**src/rtl/dram_arbiter_pkg.sv**
```systemverilog
// Shared definitions for the DRAM arbiter.
// Contents:
//   arb_state_t  - arbiter FSM states
//   REQ_I/REQ_D  - requester IDs used for grant tracking
package dram_arbiter_pkg;

  typedef enum logic [1:0] {
    ARB_IDLE   = 2'd0,
    ARB_XFER_I = 2'd1,
    ARB_XFER_D = 2'd2,
    ARB_DONE   = 2'd3
  } arb_state_t;

  localparam logic REQ_I = 1'b0;
  localparam logic REQ_D = 1'b1;

endpackage

```
**src/rtl/dram_arbiter_rr_pick2.sv**
```systemverilog
// Combinational two-way round-robin selector.
// Ports:
//   req_i, req_d  - request lines from the I-side and D-side
//   last_grant    - requester ID that won most recently
//   gnt_valid     - at least one request is present
//   gnt_id        - winning requester ID (REQ_I / REQ_D)
module rr_pick2
  import dram_arbiter_pkg::*;
(
  input  logic req_i,
  input  logic req_d,
  input  logic last_grant,
  output logic gnt_valid,
  output logic gnt_id
);

  // A lone requester always wins; on a tie the side that did not win
  // last time goes next, which makes grants alternate under contention.
  always_comb begin
    gnt_valid = req_i | req_d;
    if (req_i && req_d) begin
      gnt_id = ~last_grant;
    end else if (req_d) begin
      gnt_id = REQ_D;
    end else begin
      gnt_id = REQ_I;
    end
  end

endmodule

```
**src/rtl/dram_arbiter.sv**
```systemverilog
// Arbitrates the single DRAM port between the I-cache and D-cache
// controllers, with a watchdog that aborts transactions DRAM never acks.
// Ports:
//   clk, rst                    - clock, async active-high reset
//   i_cs/i_we/i_addr/i_wdata    - I-cache request (cs held until i_ack)
//   i_rdata/i_ack               - I-cache read data and completion pulse
//   d_*                         - same set for the D-cache
//   mem_cs/mem_we/mem_addr/
//   mem_wdata                   - DRAM request, held until mem_ack
//   mem_rdata/mem_ack           - DRAM read data and completion pulse
//   busy                        - arbiter not idle
//   timeout_err                 - sticky watchdog abort flag
module dram_arbiter
  import dram_arbiter_pkg::*;
#(
  parameter int AW      = 32,
  parameter int DW      = 32,
  parameter int TIMEOUT = 64
) (
  input  logic          clk,
  input  logic          rst,
  input  logic          i_cs,
  input  logic          i_we,
  input  logic [AW-1:0] i_addr,
  input  logic [DW-1:0] i_wdata,
  output logic [DW-1:0] i_rdata,
  output logic          i_ack,
  input  logic          d_cs,
  input  logic          d_we,
  input  logic [AW-1:0] d_addr,
  input  logic [DW-1:0] d_wdata,
  output logic [DW-1:0] d_rdata,
  output logic          d_ack,
  output logic          mem_cs,
  output logic          mem_we,
  output logic [AW-1:0] mem_addr,
  output logic [DW-1:0] mem_wdata,
  input  logic [DW-1:0] mem_rdata,
  input  logic          mem_ack,
  output logic          busy,
  output logic          timeout_err
);

  localparam int WW = $clog2(TIMEOUT);
  localparam logic [WW-1:0] WDOG_LAST = WW'(TIMEOUT - 1);

  arb_state_t    state, state_next;
  logic          last_grant, last_grant_next;
  logic [WW-1:0] wdog, wdog_next;
  logic          gnt_valid, gnt_id;
  logic          in_xfer, xfer_d, wdog_expired;

  logic [DW-1:0] i_rdata_next, d_rdata_next;
  logic          i_ack_next, d_ack_next;
  logic          mem_cs_next, mem_we_next;
  logic [AW-1:0] mem_addr_next;
  logic [DW-1:0] mem_wdata_next;
  logic          busy_next, timeout_err_next;

  rr_pick2 u_pick (
    .req_i      (i_cs),
    .req_d      (d_cs),
    .last_grant (last_grant),
    .gnt_valid  (gnt_valid),
    .gnt_id     (gnt_id)
  );

  assign in_xfer      = (state == ARB_XFER_I) || (state == ARB_XFER_D);
  assign xfer_d       = (state == ARB_XFER_D);
  assign wdog_expired = (wdog == WDOG_LAST);

  // State register; every output is registered here as well so the
  // reset clears the whole visible interface in one place.
  always_ff @(posedge clk or posedge rst) begin
    if (rst) begin
      state       <= ARB_IDLE;
      last_grant  <= REQ_I;
      wdog        <= '0;
      i_rdata     <= '0;
      i_ack       <= 1'b0;
      d_rdata     <= '0;
      d_ack       <= 1'b0;
      mem_cs      <= 1'b0;
      mem_we      <= 1'b0;
      mem_addr    <= '0;
      mem_wdata   <= '0;
      busy        <= 1'b0;
      timeout_err <= 1'b0;
    end else begin
      state       <= state_next;
      last_grant  <= last_grant_next;
      wdog        <= wdog_next;
      i_rdata     <= i_rdata_next;
      i_ack       <= i_ack_next;
      d_rdata     <= d_rdata_next;
      d_ack       <= d_ack_next;
      mem_cs      <= mem_cs_next;
      mem_we      <= mem_we_next;
      mem_addr    <= mem_addr_next;
      mem_wdata   <= mem_wdata_next;
      busy        <= busy_next;
      timeout_err <= timeout_err_next;
    end
  end

  // Next-state logic. An ack arriving together with watchdog expiry
  // still ends the transfer here; the output logic decides it is a
  // normal completion.
  always_comb begin
    state_next = state;
    case (state)
      ARB_IDLE: begin
        if (gnt_valid) begin
          state_next = (gnt_id == REQ_D) ? ARB_XFER_D : ARB_XFER_I;
        end
      end
      ARB_XFER_I, ARB_XFER_D: begin
        if (mem_ack || wdog_expired) begin
          state_next = ARB_DONE;
        end
      end
      ARB_DONE: state_next = ARB_IDLE;
      default:  state_next = ARB_IDLE;
    endcase
  end

  // Next values for the registered outputs. Request inputs are only
  // looked at in IDLE, which is what freezes mem_* during a transfer.
  always_comb begin
    last_grant_next  = last_grant;
    wdog_next        = wdog;
    i_rdata_next     = i_rdata;
    d_rdata_next     = d_rdata;
    i_ack_next       = 1'b0;
    d_ack_next       = 1'b0;
    mem_cs_next      = mem_cs;
    mem_we_next      = mem_we;
    mem_addr_next    = mem_addr;
    mem_wdata_next   = mem_wdata;
    timeout_err_next = timeout_err;
    busy_next        = (state_next != ARB_IDLE);

    if (state == ARB_IDLE && gnt_valid) begin
      last_grant_next = gnt_id;
      wdog_next       = '0;
      mem_cs_next     = 1'b1;
      mem_we_next     = (gnt_id == REQ_D) ? d_we    : i_we;
      mem_addr_next   = (gnt_id == REQ_D) ? d_addr  : i_addr;
      mem_wdata_next  = (gnt_id == REQ_D) ? d_wdata : i_wdata;
    end else if (in_xfer) begin
      if (mem_ack) begin
        mem_cs_next = 1'b0;
        mem_we_next = 1'b0;
        if (xfer_d) begin
          d_rdata_next = mem_rdata;
          d_ack_next   = 1'b1;
        end else begin
          i_rdata_next = mem_rdata;
          i_ack_next   = 1'b1;
        end
      end else if (wdog_expired) begin
        mem_cs_next      = 1'b0;
        timeout_err_next = 1'b1;
        if (xfer_d) begin
          d_rdata_next = '0;
          d_ack_next   = 1'b1;
        end else begin
          i_rdata_next = '0;
          i_ack_next   = 1'b1;
        end
      end else begin
        wdog_next = wdog + 1'b1;
      end
    end
  end

endmodule

```
**config.mk**
```make
export PLATFORM = sky130hd
export DESIGN_NAME = dram_arbiter
export DESIGN_NICKNAME = d
export VERILOG_FILES = /design/src/rtl/dram_arbiter_pkg.sv /design/src/rtl/dram_arbiter_rr_pick2.sv /design/src/rtl/dram_arbiter.sv
export SDC_FILE = /design/constraint.sdc
export NUM_CORES = 1
export LEC_CHECK = 0
export ABC_AREA = 1
export CAP_MARGIN = 0
export CORE_UTILIZATION = 38
export CTS_BUF_LIST = sky130_fd_sc_hd__clkbuf_4 sky130_fd_sc_hd__clkbuf_8
export DETAILED_ROUTE_END_ITERATION = 16
export HOLD_SLACK_MARGIN = 0.1
export PLACE_DENSITY = 0.87
export SETUP_SLACK_MARGIN = 0.02
export SLEW_MARGIN = 20
export SYNTH_ARGS = -nofsm -noshare
export SYNTH_HDL_FRONTEND = slang
export SYNTH_SLANG_ARGS = --single-unit
```
**constraint.sdc**
```tcl
create_clock -name clk -period 4.5 [get_ports clk]
set_clock_uncertainty 0.15 [all_clocks]
set_input_delay 0.9 -clock clk [delete_from_list [all_inputs] [get_ports clk]]
set_output_delay 0.9 -clock clk [all_outputs]
set_load 0.01 [all_outputs]
```
* Yosys cells after proc, flatten, opt, wreduce, memory -nomap -nowiden
Cells that the tools add are included.
** Storage, ports and cells
- Bits in registers :: 143
** Cells by class
- $add $sub $neg :: 1
- Equal/unequal tests :: 6
- Mux-type cells :: 38
- Bitwise logic cells :: 5
- Reduce and logical (&&, ||, !) cells :: 17
** Operator list (count)
- two-way mux 32 bit :: 10
- two-way mux 6 bit :: 4
- two-way mux 1 bit :: 20
- AND reduction 4 bit :: 3
- nonzero test 2 bit :: 4
- adder 6 x 1 -> 6 bit, second input constant :: 1
- equality test 6 bit, second input constant :: 1
- two-way mux 2 bit :: 3
- one-hot mux 2 bit (3 select lines) :: 1
- equality test 2 bit, second input constant :: 2
- inequality test 2 x 1 -> 1 bit, second input constant :: 2
- NOT 1 bit :: 4
- AND reduction 2 bit :: 2
- AND reduction 3 bit :: 1
- nonzero test 3 bit :: 1
- equality test 2 x 1 -> 1 bit, second input constant :: 1
- logical AND 1 bit :: 2
- zero test 2 bit :: 1
- logical OR 1 bit :: 2
- OR reduction 2 bit :: 1
- bitwise OR 1 bit :: 1

* Longest topological paths before layout
Gate-level depths: netlist of the first run.
- Depth after elaboration :: 6
- Mapped depth :: 10
- Depth with buffers taken out :: 8

* Cells and area by module
From an unflattened synthesis of the first run, not the netlist that was laid out.
** Unflattened totals
- Cell total of the unflattened synthesis :: 702
- Area, all modules :: 6332.3 um2
** Modules (own cells, without submodules)
- dram_arbiter :: instances 1, cells each 699, area each 6317.3 um2
- rr_pick2 :: instances 1, cells each 3, area each 15.0 um2

* Worst setup path before layout of the first run
OpenSTA, ideal clock, no wires.
- Kind :: input -> register
- Start point :: input mem_ack
- End point :: register i_rdata[10]
- Arrival time :: 1.767 ns
- Data required time :: 4.232 ns
- Path slack :: 2.465 ns
- Cell stages on the path :: 8
- Buffers on the path :: 3
- Cells stage by stage :: clkbuf_1 -> inv_1 -> nand2_4 -> nand3_2 -> buf_6 -> buf_6 -> nand2_1 -> o21ai_2
** Between the ends
- Word-level cells in the longest chain between the ends :: 2
- Elaborated cells on any way between the ends :: 3
- Classes of those cells :: 1 x mux; 2 x reduce/logical
** RTL lines
- from (decl) :: line dram_arbiter.sv:39 : input logic mem_ack,
- nonzero test 2 bit (no line)
- AND reduction 4 bit (no line)
- to (signal assigned) :: line dram_arbiter.sv:93 : i_rdata <= i_rdata_next;
- to (decl) :: line dram_arbiter.sv:26 : output logic [DW-1:0] i_rdata,
Several ways; a longest one is shown, not always the timed one.
A chain may end at the register's enable or synchronous reset.

* Worst setup path after layout of the first run
- Start point :: input d_cs
- End point :: register wdog[3]
** Between the ends
- Word-level cells in the longest chain between the ends :: 4
- Elaborated cells on any way between the ends :: 7
- Classes of those cells :: 2 x eq/ne; 1 x mux; 1 x bitwise; 3 x reduce/logical
** RTL lines
- from (decl) :: line dram_arbiter.sv:28 : input logic d_cs,
- bitwise OR 1 bit * :: line dram_arbiter_rr_pick2.sv:20 : gnt_valid = req_i | req_d;
- logical AND 1 bit * :: line dram_arbiter.sv:143 : if (state == ARB_IDLE && gnt_valid) begin
- inequality test 2 x 1 -> 1 bit (no line) or nonzero test 2 bit (tied branches)
- AND reduction 3 bit (no line)
- to (signal assigned) :: line dram_arbiter.sv:92 : wdog <= wdog_next;
- to (decl) :: line dram_arbiter.sv:49 : logic [WW-1:0] wdog, wdog_next;
Mark *: on every way between the ends. The rest lies on a longest branch, timed or not.

==> metrics.md, run 1 <==
| Metric | Value |
|---|---|
| Total CTS buffers | `17` |
| Seq pwr share | `0.363` |
| Beginning of the worst hold path | `mem_addr[20]` |
| Most frequent cells in the layout | `300 x clkdlybuf4s50_1, 183 x nand2_1, 143 x dfrtp_1, 98 x o21ai_1, 82 x o21ai_0` |
| CTS tree | `yes` |
| Clk buf depth | `2` |
| H-tree levels | `4` |
| Number of routed nets with antenna violations | `0` |
| Die area | `0.01687 mm2` |
| Final setup fails | `0` |
| Cell variety after synth | `26` |
| Total Power | `5.852 mW` |
| Worst VDD drop | `about 0.28 mV` |
| Sink Count | `between 100 and 150` |
| RR Startpoint | `wdog[0]` |
| Final WS setup | `1.790 ns` |
| Clk pwr share | `0.165` |
| Area leader, netlist | `dfrtp_1` |
| P_leak | `roughly 4.1 nW` |
| Total Neg Setup Slack | `0 ns` |
| Share of layout cells above drive strength 1 | `0.07677` |
| Nets@finish | `1148` |
| Synth top area share | `0.5758` |
| Max-Cap Viols | `0` |
| WP data required | `4.66 ns` |
| Clock Tree Root | `clkbuf_8` |
| DR pass1 iterations | `4` |
| Die Y | `129.9 um` |
| Synth Warn # | `0` |
| Count of hold-fix buffers inserted at cts | `0` |
| Total GRT Usage | `0.2178` |
| WP data arrival | `2.87 ns` |
| Most common cell after layout, fill and taps aside | `clkdlybuf4s50_1` |
| Die width | `129.9 um` |
| Unrepaired setup endpoints after global routing | `no` |
| Hold endpoint | `mem_addr[20]` |
| Core Rows | `46` |
| Post-synth net total | `869` |
| Syn avg cell area | `8.904 um2` |
| GPL Wtd Cong | `0.7950` |
| Worst slack at placement | `1.348 ns` |
| Hold Crit Depth | `2` |
| Postcts setup bufs | `0` |
| Drt drc | `0` |
| Fmax | `368.9 MHz` |
| Vias | `5951` |
| Sw Pwr | `2.196 mW` |
| Crit share post-route | `0.6023` |
| Routed WL | `~18000 um` |
| Seq/Total Area, Yosys | `0.5758` |
| Final slew viol count | `0` |
| WL/cell | `15.30 um` |
| Worst setup SP type | `input pin` |
| Slew Limit Headroom | `0.3583` |
| Worst setup EP type | `flop` |
| DP Wirelength | `roughly 13000 um` |
| Cell Area, Synth | `approximately 0.0062 mm2` |
| Ports | `301` |
| Core Util, Final | `0.6064` |
| Worst-path maximum fanout | `76` |
| First-pass GRT wire length | `between 20000 and 30000 um` |
| Worst-margin pin slew | `0.9611 ns` |
| Core area | `0.01594 mm2` |
| Reg2reg end | `d_rdata[2]` |
| Worst R2R Setup Slack | `between 2 and 2.5 ns` |
| R2R depth | `7` |
| Largest cells by area after synthesis | `dfrtp_1 58%, nand2_1 11%, o21ai_1 7.9%` |
| Pwr per Cell Area | `between 600 and 700 mW/mm2` |
| Combinational fraction of design power | `0.472` |
| Gate Count Post-Synth | `698` |
| Clk Latency, worst-skew pair | `0.44 ns` |
| CP Launch Point | `d_cs` |
| Hold WC Path Type | `reg -> reg` |
| Min Tclk post-route | `2.710 ns` |
| I/O Buffers | `300` |
| DR vias/cell | `just under 5` |
| Layout area overhead | `55.57%` |
| GRT overflow | `0` |
| Post-CTS Resized | `0` |
| Ant. Diodes | `0` |
| Internal power | `3.656 mW` |
| FF+latch count, synth | `143` |
| Iter 0 DRT Violations | `between 300 and 400` |
| Sw Share | `0.3752` |
| Count of final hold-check violations | `0` |
| Worst Path Class, Setup | `in -> reg` |
| Number of global-route vias before repair | `5582` |
| Initial Util | `0.3898` |
| Status | `completed` |
| Worst-path clk slew | `0.08 ns` |
| Largest net degree at the start of global routing | `77` |
| Antenna violations before repair | `0` |
==> worst max-delay path: stages <==
cell             delay [ns]
clkdlybuf4s50_1        0.50
o21ai_4                0.21
buf_4                  0.63
nand2_1                0.12
nand3_1                0.32
o21ai_0                0.14
==> power groups by stage <==
stage | logic, mW | clock network, mW | registers, mW
finish | 2.76 | 0.968 | 2.12
detailed placement | 2.78 | 0 | 2.14
global placement | 2.70 | 0 | 2.12
CTS | 2.79 | 0.988 | 2.12
floorplan | 1.14 | 0 | 2.35
global route | 3.02 | 1.04 | 2.19
==> synth_stat cells <==
cell type / n
nand2_2: 3
ha_1: 4
nand3_2: 1
nand3_4: 1
nand2_1: 183
inv_1: 15
buf_2: 19
xor2_1: 1
o21ai_0: 82
clkbuf_2: 2
nor2_2: 2
nand4_1: 1
nand3_1: 11
dfrtp_1: 143
nand2_4: 1
o21ai_1: 98
clkbuf_1: 16
buf_4: 3
inv_2: 2
buf_6: 8
a21oi_1: 3
o21ai_2: 24
o211ai_1: 1
o21bai_1: 1
or2_2: 1
nor2_1: 72
==> how the worst max path moves through the flow <==
stage	endpoint	slack, ns	depth (start not counted)
global route	wdog[2]	1.58	7
global placement	wdog[0]	1.42	6
detailed placement	wdog[3]	1.35	6
floorplan	busy	1.66	1
finish	wdog[3]	1.79	6
CTS	wdog[3]	1.82	6
==> through the flow <==
step                      instances  hold slack [ns]  instance area [um2]
after global routing           1206           0.3604                 9668
after detailed placement       1174           0.3222                 9299
final                          1206           0.3391                 9668
after global placement         1174           0.3110                 9299
after CTS                      1206           0.3442                 9668
after floorplan                 698           0.3034                 6218
==> cell families (layout without fill, tap and decap cells) <==
| kind of cell | Yosys count | count (layout) | synth area share |
|---|---|---|---|
| AOI/OAI and AO/OA | 209 | 209 | 0.1836 |
| xor gates and xnor gates | 1 | 1 | 0.001410 |
| DFF | 143 | 143 | 0.5758 |
| and+or+nand+nor | 276 | 276 | 0.1762 |
| buffers and inverters | 65 | 357 | 0.05496 |
| adders and majority gates | 4 | 4 | 0.008053 |
==> layout make-up <==
type | count | area (um2)
timing repair buffer | 308 | 3075
clock inverter | 13 | 113.9
multi-input combinational | 490 | 2307
sequential | 143 | 3578
fill | 1311 | 6275
inverter | 17 | 67.56
tap | 216 | 270.3
clock buffer | 19 | 255.2
==> routing by layer <==
metal	GRT usage	share of wire	routed length [um]
met3	0.06724	0.086	1583
met5	0	0	0
met4	0.08140	0.023	428
met2	0.3649	0.49	9084
met1	0.2637	0.40	7352
==> flip-flops by register name, summed over array words and instances, names as in the netlist <==
register	count
mem_wdata	32
d_rdata	32
mem_we	1
busy	1
mem_addr	32
last_grant	1
d_ack	1
mem_cs	1
timeout_err	1
i_rdata	32
state	2
i_ack	1
wdog	6
(Power assumes the default switching activity.)
==> run 2: changes to the inputs <==
CORE_UTILIZATION = 42   (was 38)
PLACE_DENSITY = 0.91   (was 0.87)
clock period = 2.7 ns   (was 4.5 ns; I/O delays follow)
==> run 2 against run 1 <==
Global-route usage grew 2.2 points. Critical endpoint is now mem_wdata[27]. Core utilization grew 6.6 points. Sequential power grew 68%. Highest routed layer unchanged.
==> metrics.md, run 2 (synthesized netlist as in run 1, its figures left out) <==
| Metric | Value |
|---|---|
| Crit share post-route | `0.7987` |
| DR pass1 iterations | `7` |
| Final non-filler cell total | `1177` |
| R2R depth | `7` |
| Min Hold Slack | `0.3320 ns` |
| Nets@finish | `1151` |
| Number of global-route vias before repair | `5602` |
| Worst setup path end | `mem_wdata[27]` |
| Count of final hold-check violations | `0` |
| Drt drc | `0` |
| Layout area overhead | `56.61%` |
| Reg2reg end | `mem_wdata[27]` |
| Hold WC Path Type | `reg -> reg` |
| Fmax | `463.7 MHz` |
| Vias | `about 6000` |
| Core Rows | `between 40 and 50` |
| Largest net degree at the start of global routing | `75` |
| Total Neg Setup Slack | `0 ns` |
| P_leak | `4.189 nW` |
| Total GRT Usage | `0.2397` |
| Number of routed nets with antenna violations | `0` |
| Worst VDD drop | `~0.52 mV` |
| Clk Latency, worst-skew pair | `0.43 ns` |
| Share of layout cells above drive strength 1 | `0.07956` |
| Unrepaired setup endpoints after global routing | `no` |
| Count of hold-fix buffers inserted at cts | `0` |
| Worst R2R Setup Slack | `0.54 ns` |
| I/O Buffers | `300` |
| Min Tclk post-route | `2.157 ns` |
| Clock Tree Root | `clkbuf_8` |
| WL/cell | `15.71 um` |
| Total CTS buffers | `17` |
| CP Launch Point | `state[1]` |
| Post-Place Cells | `between 1000 and 1500` |
| Worst-margin pin slew | `0.6181 ns` |
| WP data arrival | `2.36 ns` |
| Ant. Diodes | `0` |
| Die area | `~0.015 mm2` |
| Worst setup EP type | `flop` |
| Antenna violations before repair | `0` |
| Worst Path Class, Setup | `reg -> reg` |
| WP data required | `2.91 ns` |
| Status | `completed` |
| Die Y | `123.6 um` |
| Clk buf depth | `2` |
| Most common cell after layout, fill and taps aside | `clkdlybuf4s50_1` |
| GRT overflow | `0` |
| Iter 0 DRT Violations | `383` |
| GPL Wtd Cong | `0.8135` |
| Worst-path clk slew | `around 0.08 ns` |
| Worst-path maximum fanout | `54` |
| Max-Cap Viols | `0` |
| Ports | `301` |
| DP Wirelength | `13400 um` |
| Initial Util | `0.4292` |
| Sink Count | `about 140` |
| Final setup fails | `0` |
| DR vias/cell | `about 5.1` |
| RR Startpoint | `state[1]` |
| Pwr per Cell Area | `1025 mW/mm2` |
| Die width | `123.6 um` |
| CTS tree | `yes` |
| First-pass GRT wire length | `27990 um` |
| Worst setup SP type | `flop` |
| Routed WL | `18500 um` |
| Slew Limit Headroom | `0.5879` |
| Most frequent cells in the layout | `300 x clkdlybuf4s50_1, 183 x nand2_1, 143 x dfrtp_1, 98 x o21ai_1, 82 x o21ai_0` |
| Final slew viol count | `0` |
| Core area | `0.01448 mm2` |
| Post-CTS Resized | `0` |
| Placed Area | `between 0.009 and 0.01 mm2` |
| Core Util, Final | `0.6722` |
| Final Instance Area | `0.009733 mm2` |
| Postcts setup bufs | `0` |
| H-tree levels | `4` |
run 2: worst min-delay path by stage:
stage                      from     endpoint  slack [ns]  cells after the start
finish              i_rdata[20]  i_rdata[20]        0.33                      2
global route        i_rdata[21]  i_rdata[21]        0.35                      2
CTS                 i_rdata[19]  i_rdata[19]        0.34                      2
detailed placement  i_rdata[19]  i_rdata[19]        0.32                      2
global placement    timeout_err  timeout_err        0.31                      1
floorplan            last_grant   last_grant        0.30                      2
run 2: per-stage QoR:
stage / setup slack, ns / total power, mW
after global placement: 0.3212 / 8.134
after detailed placement: 0.2483 / 8.322
after CTS: 0.5638 / 10.06
final: 0.5435 / 9.981
after global routing: 0.4338 / 10.64
after floorplan: 0.2189 / 5.812
run 2: per-layer routing:
layer | wire length (um) | global-route usage | vias up
li1 | - | - | 2851
met1 | 6991 | 0.2814 | 2782
met2 | 9182 | 0.4000 | 280
met3 | 1778 | 0.07738 | 36
met4 | 544 | 0.1062 | 0
met5 | 0 | 0 | -
run 2: worst max-delay path, cell delays in order (launching register included):
cell	delay [ns]
dfrtp_1	0.42
inv_1	0.11
ha_1	0.26
inv_1	0.12
nor2_4	0.15
buf_4	0.43
o21ai_0	0.25
o21ai_1	0.18
run 2: report_power, final:
| group | leakage (nW) | switching [mW] | internal (mW) |
|---|---|---|---|
| Sequential | 1.81 | 0.528 | 3.04 |
| Clock | 0.201 | 0.799 | 0.910 |
| Combinational | 2.18 | 2.36 | 2.35 |
run 2: area by class of cell:
class	instances	area, um2
repair buffers	311	3148
multi-input cells	490	2307
clock buffers	22	290.3
flip-flops and latches	143	3578
inverters	17	67.56
well taps	184	230.2
fillers	1093	4746
clock inverters	10	111.4
